`config.mk`:
```
export PLATFORM = sky130hd
export DESIGN_NAME = sequencia_ctrl
export DESIGN_NICKNAME = d
export VERILOG_FILES = /design/src/rtl/sequencia_ctrl.sv
export SDC_FILE = /design/constraint.sdc
export NUM_CORES = 1
export LEC_CHECK = 0
export BUFFER_PORTS_ARGS = -buffer_cell sky130_fd_sc_hd__buf_2
export CORE_MARGIN = 2
export CORE_UTILIZATION = 59
export CTS_CLUSTER_DIAMETER = 60
export CTS_CLUSTER_SIZE = 12
export DETAILED_ROUTE_END_ITERATION = 16
export PLACE_DENSITY = 0.81
export RECOVER_POWER = 100
export SLEW_MARGIN = 20
export SYNTH_ARGS = -nofsm -noshare
export SYNTH_HDL_FRONTEND = slang
export SYNTH_SLANG_ARGS = --single-unit
```
`constraint.sdc`:
```
create_clock -name clk -period 3.4 [get_ports clk]
set_input_delay 0 -clock clk [delete_from_list [all_inputs] [get_ports clk]]
set_output_delay 0 -clock clk [all_outputs]
set_load 0.1 [all_outputs]
```
`src/rtl/sequencia_ctrl.sv`:
```
// sequencia_ctrl: search controller for an 8-bit bit-serial sequence detector.
// Takes one search command (pattern + bit budget), resets/loads/arms the
// detector, then shifts the byte stream into it MSB-first at one bit per
// cycle. Reports a match position, starvation, or abort with a done pulse.
module sequencia_ctrl #(
  parameter int unsigned FOUND_LAT = 2
) (
  input  logic        clk,
  input  logic        rst,
  input  logic        cmd_valid,
  output logic        cmd_ready,
  input  logic [7:0]  cmd_pattern,
  input  logic [15:0] cmd_max_bits,
  input  logic        abort,
  input  logic        in_valid,
  output logic        in_ready,
  input  logic [7:0]  in_data,
  output logic        det_rst_n,
  output logic        det_set_word,
  output logic [7:0]  det_word,
  output logic        det_start,
  output logic        det_bit,
  input  logic        det_found,
  output logic        busy,
  output logic        done,
  output logic        found,
  output logic        underrun,
  output logic [15:0] match_pos
);

  typedef enum logic [2:0] {
    IDLE, DRST, LOAD, ARM, FILL, STREAM, DRAIN, REPORT
  } state_e;

  localparam logic [7:0]  DRAIN_LAST = 8'(FOUND_LAT - 1);
  localparam logic [15:0] LAT16      = 16'(FOUND_LAT);

  state_e      state_q, state_d;
  logic [7:0]  pattern_q, pattern_d;
  logic [15:0] max_bits_q, max_bits_d;
  logic [15:0] bit_idx_q, bit_idx_d;      // index of the bit presented this cycle
  logic [13:0] bytes_q, bytes_d;          // bytes accepted in this search
  logic [7:0]  shift_q, shift_d;
  logic [2:0]  bit_pos_q, bit_pos_d;      // position of the current bit within its byte
  logic [7:0]  hold_q, hold_d;
  logic        hold_vld_q, hold_vld_d;
  logic [7:0]  drain_q, drain_d;
  logic        found_q, found_d;
  logic        underrun_q, underrun_d;
  logic [15:0] match_pos_q, match_pos_d;

  logic more_bytes, accept, last_bit, byte_end;

  // A byte is wanted only while the stream still needs bits beyond those already accepted.
  assign more_bytes = {bytes_q, 3'b000} < {1'b0, max_bits_q};
  assign in_ready   = !hold_vld_q && (state_q == FILL || state_q == STREAM) && more_bytes;
  assign accept     = in_valid && in_ready;
  assign last_bit   = (bit_idx_q + 16'd1) == max_bits_q;
  assign byte_end   = bit_pos_q == 3'd7;

  assign cmd_ready    = state_q == IDLE;
  assign busy         = state_q != IDLE;
  assign done         = state_q == REPORT;
  assign det_rst_n    = !(rst || state_q == DRST);
  assign det_set_word = state_q == LOAD;
  assign det_word     = (state_q == LOAD) ? pattern_q : 8'h00;
  assign det_start    = state_q == ARM;
  assign det_bit      = (state_q == STREAM) ? shift_q[7] : 1'b0;
  assign found        = found_q;
  assign underrun     = underrun_q;
  assign match_pos    = match_pos_q;

  // State register and datapath registers with synchronous reset.
  // NOTE: sequential state uses non-blocking assignments so every register
  // samples the pre-edge values of the others, independent of statement order.
  always_ff @(posedge clk) begin
    if (rst) begin
      state_q     <= IDLE;
      pattern_q   <= 8'h00;
      max_bits_q  <= 16'h0000;
      bit_idx_q   <= 16'h0000;
      bytes_q     <= 14'h0000;
      shift_q     <= 8'h00;
      bit_pos_q   <= 3'd0;
      hold_q      <= 8'h00;
      hold_vld_q  <= 1'b0;
      drain_q     <= 8'h00;
      found_q     <= 1'b0;
      underrun_q  <= 1'b0;
      match_pos_q <= 16'h0000;
    end else begin
      state_q     <= state_d;
      pattern_q   <= pattern_d;
      max_bits_q  <= max_bits_d;
      bit_idx_q   <= bit_idx_d;
      bytes_q     <= bytes_d;
      shift_q     <= shift_d;
      bit_pos_q   <= bit_pos_d;
      hold_q      <= hold_d;
      hold_vld_q  <= hold_vld_d;
      drain_q     <= drain_d;
      found_q     <= found_d;
      underrun_q  <= underrun_d;
      match_pos_q <= match_pos_d;
    end
  end

  // Next-state logic: sequencing, serialisation, intake and result capture.
  always_comb begin
    // NOTE: every _d gets its hold value first, so no path through the case
    // leaves a signal unassigned and no latch is inferred.
    state_d     = state_q;
    pattern_d   = pattern_q;
    max_bits_d  = max_bits_q;
    bit_idx_d   = bit_idx_q;
    bytes_d     = bytes_q;
    shift_d     = shift_q;
    bit_pos_d   = bit_pos_q;
    hold_d      = hold_q;
    hold_vld_d  = hold_vld_q;
    drain_d     = drain_q;
    found_d     = found_q;
    underrun_d  = underrun_q;
    match_pos_d = match_pos_q;

    if (accept) bytes_d = bytes_q + 14'd1;

    case (state_q)
      IDLE: begin
        if (cmd_valid) begin
          pattern_d  = cmd_pattern;
          max_bits_d = cmd_max_bits;
          bit_idx_d  = 16'h0000;
          bytes_d    = 14'h0000;
          shift_d    = 8'h00;
          bit_pos_d  = 3'd0;
          hold_vld_d = 1'b0;
          drain_d    = 8'h00;
          state_d    = DRST;
        end
      end
      DRST: state_d = LOAD;
      LOAD: begin
        if (max_bits_q == 16'h0000) begin
          found_d    = 1'b0;
          underrun_d = 1'b0;
          state_d    = REPORT;
        end else begin
          state_d = ARM;
        end
      end
      ARM: state_d = FILL;
      FILL: begin
        if (accept) begin
          shift_d   = in_data;
          bit_pos_d = 3'd0;
          state_d   = STREAM;
        end
      end
      STREAM: begin
        bit_idx_d = bit_idx_q + 16'd1;
        shift_d   = {shift_q[6:0], 1'b0};
        bit_pos_d = bit_pos_q + 3'd1;
        if (det_found) begin
          found_d     = 1'b1;
          underrun_d  = 1'b0;
          match_pos_d = bit_idx_q - LAT16;
          state_d     = REPORT;
        end else if (last_bit) begin
          drain_d = 8'h00;
          state_d = DRAIN;
        end else if (byte_end) begin
          // Reload from the hold register, or straight from a byte arriving now.
          if (hold_vld_q) begin
            shift_d    = hold_q;
            hold_vld_d = 1'b0;
          end else if (accept) begin
            shift_d = in_data;
          end else begin
            found_d    = 1'b0;
            underrun_d = 1'b1;
            state_d    = REPORT;
          end
        end else if (accept) begin
          hold_d     = in_data;
          hold_vld_d = 1'b1;
        end
      end
      DRAIN: begin
        bit_idx_d = bit_idx_q + 16'd1;
        if (det_found) begin
          found_d     = 1'b1;
          underrun_d  = 1'b0;
          match_pos_d = bit_idx_q - LAT16;
          state_d     = REPORT;
        end else if (drain_q == DRAIN_LAST) begin
          found_d    = 1'b0;
          underrun_d = 1'b0;
          state_d    = REPORT;
        end else begin
          drain_d = drain_q + 8'd1;
        end
      end
      REPORT: begin
        hold_vld_d = 1'b0;
        state_d    = IDLE;
      end
      default: state_d = IDLE;
    endcase

    // Abort wins over every other cause and leaves the previous match position.
    if (abort && state_q != IDLE && state_q != REPORT) begin
      found_d     = 1'b0;
      underrun_d  = 1'b0;
      match_pos_d = match_pos_q;
      state_d     = REPORT;
    end
  end

endmodule

```
Yosys cells after proc, flatten, opt, wreduce, memory -nomap -nowiden
Cells that the tools add are included.
W data, S select, Z words.

word-level totals
  register bits after elaboration = 103
  bits in latches = 0
  bits in writable memories = 0
  memory bits (read-only) = 0
  bits of input ports = 38
  output and inout bits = 34
  word-level logic and storage cells = 139
  memories kept = 0

operators by class
  add/sub/neg operators = 5
  multipliers = 0
  div/mod/pow operators = 0
  magnitude comparators = 1
  eq/ne operators = 31
  shift operators = 0
  muxes and demuxes = 57
  bitwise logic cells = 4
  reductions and logical operators = 28

operators with widths
  operator                 number
  $mux W8                  12
  $pmux W8 S3              2
  $mux W14                 3
  $mux W3                  13
  $pmux W16 S2             1
  $pmux W3 S8              1
  $ne A3 B3 Y1 const B     7
  $mux W1                  20
  $lt A17 B16 Y1           1
  $add A16 B1 Y16 const B  1
  $eq A16 B16 Y1           1
  $logic_not A16 Y1        1
  $mux W16                 1
  $sub A16 B2 Y16 const B  1
  $eq A3 B3 Y1 const B     5
  $ne A5 B4 Y1 const B     3
  $reduce_bool A3 Y1       5
  $add A14 B1 Y14 const B  1
  $ne A2 B2 Y1 const B     7
  $reduce_and A6 Y1        2
  $reduce_and A5 Y1        2
  $pmux W1 S3              3
  $pmux W3 S3              1
  $add A8 B1 Y8 const B    1
  other kinds (17)         31

Logic depth before layout (Yosys ltp)
  word-level depth = 12
  mapped depth = 11
  depth with buffers taken out = 10

Least setup slack after synthesis
Ideal clock, no wire load.

  path kind = register to register
  start point = reg state_q[2]
  end point = reg drain_q[4]
  library setup time = 70 ps
  arrival = 3335 ps
  required time = 3330 ps
  path slack = -5 ps
  cell stages (with the launch flop) = 10
  buffers on the path = 2
  clock period less this slack = 3405 ps
  cell sequence = dfxtp_1 clkbuf_2 nor2_1 nand2_1 inv_1 nand2_1 and3_1 buf_1 or4_1 a21oi_1

between the ends
  word-level cells in the longest chain between the ends = 3
  elaborated cells on any way between the ends = 11
  those cells by class = eq/ne: 7; mux: 1; reduce/logical: 3

ends and longest elaborated chain
  what                                                          line  text
  from (decl)                                                   38    state_e state_q, state_d;
  from (signal assigned)                                        92    state_q <= state_d;
  $logic_not A3 Y1 *                                            --
  named net cmd_ready                                           11    output logic cmd_ready,
  $ne A2 B2 Y1 (no line) or $reduce_bool A3 Y1 (tied branches)  --
  $reduce_and A6 Y1 (no line)                                   --
  to (signal assigned)                                          101   drain_q <= drain_d;
  to (decl)                                                     47    logic [7:0] drain_q, drain_d;

The timed path passes the listed nets; every way through them passes the cells marked *.
A chain may end at the register's enable or synchronous reset.

Worst setup path in the final report
  start point = reg bit_idx_q[2]
  end point = reg drain_q[4]

between the ends
  word-level cells in the longest chain between the ends = 4

ends and longest elaborated chain
  what                         line  text
  from (decl)                  41    logic [15:0] bit_idx_q, bit_idx_d;
  from (signal assigned)       95    bit_idx_q <= bit_idx_d;
  $add A16 B1 Y16              58    assign last_bit = (bit_idx_q + 16'd1) == max_bits_q;
  $eq A16 B16 Y1               58
  $ne A2 B2 Y1 (no line)       --
  $reduce_and A6 Y1 (no line)  --

Every way passes these cells.

==> impl_metrics.env <==
export IMPL_worst_slew_pin_transition_ns=1.21
export IMPL_min_delay_path_class="in -> reg"
export IMPL_r2r_setup_slack_ns=0.21
export IMPL_yosysTopAreaCellShare_pct=35.2
export IMPL_area_delta_synth_final_pct=16.2
export IMPL_dp_slack_ns=0.282
export IMPL_p_total_mw=4.29
export IMPL_coreArea_mm2=0.00968
export IMPL_synthesis_area_mm2=0.00586
export IMPL_slew_headroom_pct=19.9
export IMPL_critPathLaunch="bit_idx_q[2]$_SDFFE_PP0P_"
export IMPL_swShare_pct=46.6
export IMPL_hpwl_mm=11.1
export IMPL_internal_power_mw=2.29
export IMPL_numCtsBuffers=9
export IMPL_power_leakage_nw=2.65
export IMPL_p_seq_share_pct=35.5
export IMPL_fin_crit_ns=3.19
export IMPL_synthSimpleGateAreaFrac_pct=25.0
export IMPL_grt_pass1_wl_mm=26.6
export IMPL_async_flop_share_pct=0
export IMPL_finClkSkew_ns=0.0126
export IMPL_setup_worst_path_start_class="flop"
export IMPL_die_h_um=104
export IMPL_wl_met2_mm=7.64
export IMPL_r2r_worst_path_cells=9
export IMPL_cts_root_buf="clkbuf_8"
export IMPL_wl_met3_mm=1.20
export IMPL_cp_slowest_stage_delay_ns=0.54
export IMPL_clock_path_buffers=2
export IMPL_port_buffers=71
export IMPL_powerDensity_mw_per_mm2=630
export IMPL_cts_tree="built"
export IMPL_end_kind="flop"
export IMPL_max_freq_mhz=314
export IMPL_synth_top_area_cell="dfxtp_1"
export IMPL_die_area_mm2=0.0107
export IMPL_hold_path_depth=3
export IMPL_nFillCells=823
export IMPL_synth_xor_area_share_pct=5.68
export IMPL_timing_critical_path_fanout_max=13
export IMPL_gp_congestion=0.903
export IMPL_cap_viol_max_count=0
export IMPL_yosys_top_cells_area="dfxtp_1 (35%), a21oi_1 (6.2%), nand2_1 (6.0%)"
export IMPL_htree_levels=3
export IMPL_grt_overflow_total=0
export IMPL_worstSetupPathDepth=9
export IMPL_start_util_pct=60.5
export IMPL_combPwrFrac_pct=46.5
export IMPL_path_delay_family="simple AND/OR/NAND/NOR gates"
export IMPL_grt_usage_pct=30.1
export IMPL_ys_seq_elements=103
export IMPL_die_w_um=104
export IMPL_slowest_stage="or4_1"
export IMPL_synth_top_family_by_area="simple AND/OR/NAND/NOR gates"
export IMPL_cp_data_arrival_time_ns=3.51
export IMPL_grt_max_degree=58
export IMPL_ant_nets=0
export IMPL_ioPinCount=72
export IMPL_num_antenna_cells=0
export IMPL_power_clock_fraction_pct=18.0
export IMPL_synth_avg_cell_area_um2=7.94
export IMPL_finalWorstSetupSlack_ns=0.211
export IMPL_hold_viol_final=0
export IMPL_finalCritPeriodShare_pct=93.8
export IMPL_highest_layer="met4"
export IMPL_row_count=36
export IMPL_tns_ns=0
export IMPL_fin_nets=889
export IMPL_routedWlPerCell_um=16.6
export IMPL_status="complete, no violations"
export IMPL_switching_power_mw=2.00
export IMPL_clock_sinks=103
export IMPL_firstDrtPassIters=5
export IMPL_drv_slew=0
export IMPL_synth_edf_count=0
export IMPL_reg2reg_from="bit_idx_q[2]$_SDFFE_PP0P_"
export IMPL_ys_warn_count=0
export IMPL_wl_met1_mm=6.94
export IMPL_required_ns=3.73
export IMPL_drc=0
export IMPL_path_cells="ha_1, nand2_1, or4b_1, a221oi_1, nor3_1, nand4b_4, o21a_1, or4_1, a21oi_1"
export IMPL_crit_end="drain_q[4]$_SDFFE_PP0P_"
export IMPL_ir_drop_mv=0.365
export IMPL_worstReg2RegEnd="drain_q[4]$_SDFFE_PP0P_"
export IMPL_dr_total_vias=5880
export IMPL_grt_pass1_vias=5453
export IMPL_clk_pin_slew_ns=0.10
export IMPL_critical_path_class="reg -> reg"
export IMPL_hold_slack_ns=0.0553
export IMPL_netlist_instances=738
export IMPL_vias_per_cell=6.07
export IMPL_drt_wl_total_mm=16.1
export IMPL_synth_fa_ha_area_share_pct=4.48
export IMPL_crit_buf_inv=0
export IMPL_seq_area_frac_synth_pct=35.2
export IMPL_drive_above_1_share_pct=10.8
export IMPL_antenna_found_initial=0
export IMPL_synth_fp_nets=797
export IMPL_synthMuxAreaShare_pct=1.71
export IMPL_drt_iter0_markers=404
export IMPL_clk_latency_ns=0.38
export IMPL_rsz0062_at_grt="no"
export IMPL_synth_compound_area_share_pct=22.2
export IMPL_finalSetupViolCount=0
export IMPL_synthFlopType="dfxtp_1"
export IMPL_ys_types=67
## worst min-delay path by stage
stage,slack (ns),to,start
after floorplan,0.13,found$_SDFFE_PP0P_,det_found
after global placement,0.24,pattern_q[0]$_SDFFE_PP0P_,cmd_pattern[0]
after detailed placement,0.25,max_bits_q[9]$_SDFFE_PP0P_,cmd_max_bits[9]
after CTS,0.02,state_q[2]$_SDFFE_PP0P_,cmd_valid
after global routing,0.07,state_q[2]$_SDFFE_PP0P_,cmd_valid
final,0.06,state_q[2]$_SDFFE_PP0P_,cmd_valid
## cell usage after synthesis, types with 4 or more instances
| master | number |
|---|---|
| buf_6 | 5 |
| nor2_1 | 79 |
| a22oi_1 | 4 |
| dfxtp_1 | 103 |
| o211a_1 | 7 |
| nor3_1 | 15 |
| xnor2_1 | 25 |
| and2_1 | 4 |
| a31oi_1 | 8 |
| ha_1 | 21 |
| clkbuf_1 | 30 |
| buf_2 | 6 |
| o31ai_1 | 4 |
| or4_1 | 5 |
| nand3_1 | 13 |
| or3_1 | 13 |
| nand2b_1 | 4 |
| inv_1 | 29 |
| o21ai_0 | 30 |
| nand2_1 | 93 |
| a211oi_1 | 19 |
| and3_1 | 21 |
| xor2_1 | 13 |
| mux2i_1 | 10 |
| o21bai_1 | 7 |
| a311oi_1 | 11 |
| a21oi_1 | 73 |
| o221ai_1 | 6 |
| a21o_1 | 4 |
| nor4_1 | 12 |
| nand4_1 | 13 |
## placed cells by master (no fill, tap or decap), types with 5 or more instances in the layout
cell	netlist	routed
buf_4	2	21
buf_2	6	37
mux2i_1	10	10
nor4_1	12	11
nor3_1	15	15
clkbuf_8	0	10
o221ai_1	6	6
xor2_1	13	13
o21bai_1	7	7
ha_1	21	21
nor2_1	79	79
or3_1	13	13
clkbuf_1	30	37
nand3_1	13	13
a211oi_1	19	18
o211a_1	7	7
o21ai_0	30	31
inv_1	29	28
xnor2_1	25	25
a21oi_1	73	72
or4_1	5	5
a31oi_1	8	8
nand4_1	13	13
and3_1	21	21
nand2_1	93	93
dlygate4sd3_1	0	33
dfxtp_1	103	103
a311oi_1	11	11
## worst reg2reg max path: stages (launching register included)
cell and delay (ns):
dfxtp_1 0.52, ha_1 0.33, nand2_1 0.19, or4b_1 0.50, a221oi_1 0.23, nor3_1 0.11, nand4b_4 0.25, o21a_1 0.35
or4_1 0.54, a21oi_1 0.13
## sequential cells by signal, summed over array words and instances (netlist names), 8 cells and up
| name | cells |
|---|---|
| bit_idx_q | 16 |
| bytes_q | 14 |
| drain_q | 8 |
| hold_q | 8 |
| match_pos | 16 |
| max_bits_q | 16 |
| pattern_q | 8 |
| shift_q | 8 |
## per-layer routing
metal  track usage [%]  vias up
li1                  -     2841
met1              39.6     2751
met2              49.9      261
met3              6.23       27
met4              9.75        0
met5                 0        -
## what timing repair did
action                     in CTS  in global routing
hold buffers                   33                  0
setup endpoints to repair       0                  1
gates resized for setup         0                  3
buffers inserted                0                  0
hold endpoints to repair       40                  0
## per-stage QoR
step           instances  utilization [%]  cell area, um^2
6_report             968             70.3             6810
5_1_grt              968             70.3             6810
4_1_cts              968             70.8             6860
3_5_place_dp         919             65.5             6340
3_3_place_gp         919             65.5             6340
2_1_floorplan        738                -             5860
## power by group through the flow
stage          sequential [mW]  combinational (mW)  clock [mW]
2_1_floorplan             1.69                1.34           0
6_report                  1.52                1.99       0.772
3_5_place_dp              1.55                1.95           0
5_1_grt                   1.54                2.15       0.835
4_1_cts                   1.52                1.99       0.784
3_3_place_gp              1.54                1.90           0
## cells by family (layout without fill, tap and decap cells)
kind of cell               after synthesis  in the layout
AOI/OAI and AO/OA                      198            198
xor gates and xnor gates                38             38
adders and majority gates               21             21
buffers and inverters                   76            173
DFF                                    103            103
muxes                                   10             10
and+or+nand+nor                        292            292
## cell type report
type / instances / area (um^2) / share of cell area [%]
Multi-Input combinational cell: 559 / 3470 / 50.9
Sequential cell: 103 / 2060 / 30.3
Timing Repair Buffer: 128 / 815 / 12.0
Tap cell: 133 / 166 / 2.44
Clock buffer: 12 / 145 / 2.13
Inverter: 29 / 110 / 1.62
Clock inverter: 4 / 45.0 / 0.661
No activity file was read; power rests on OpenSTA's default activity.
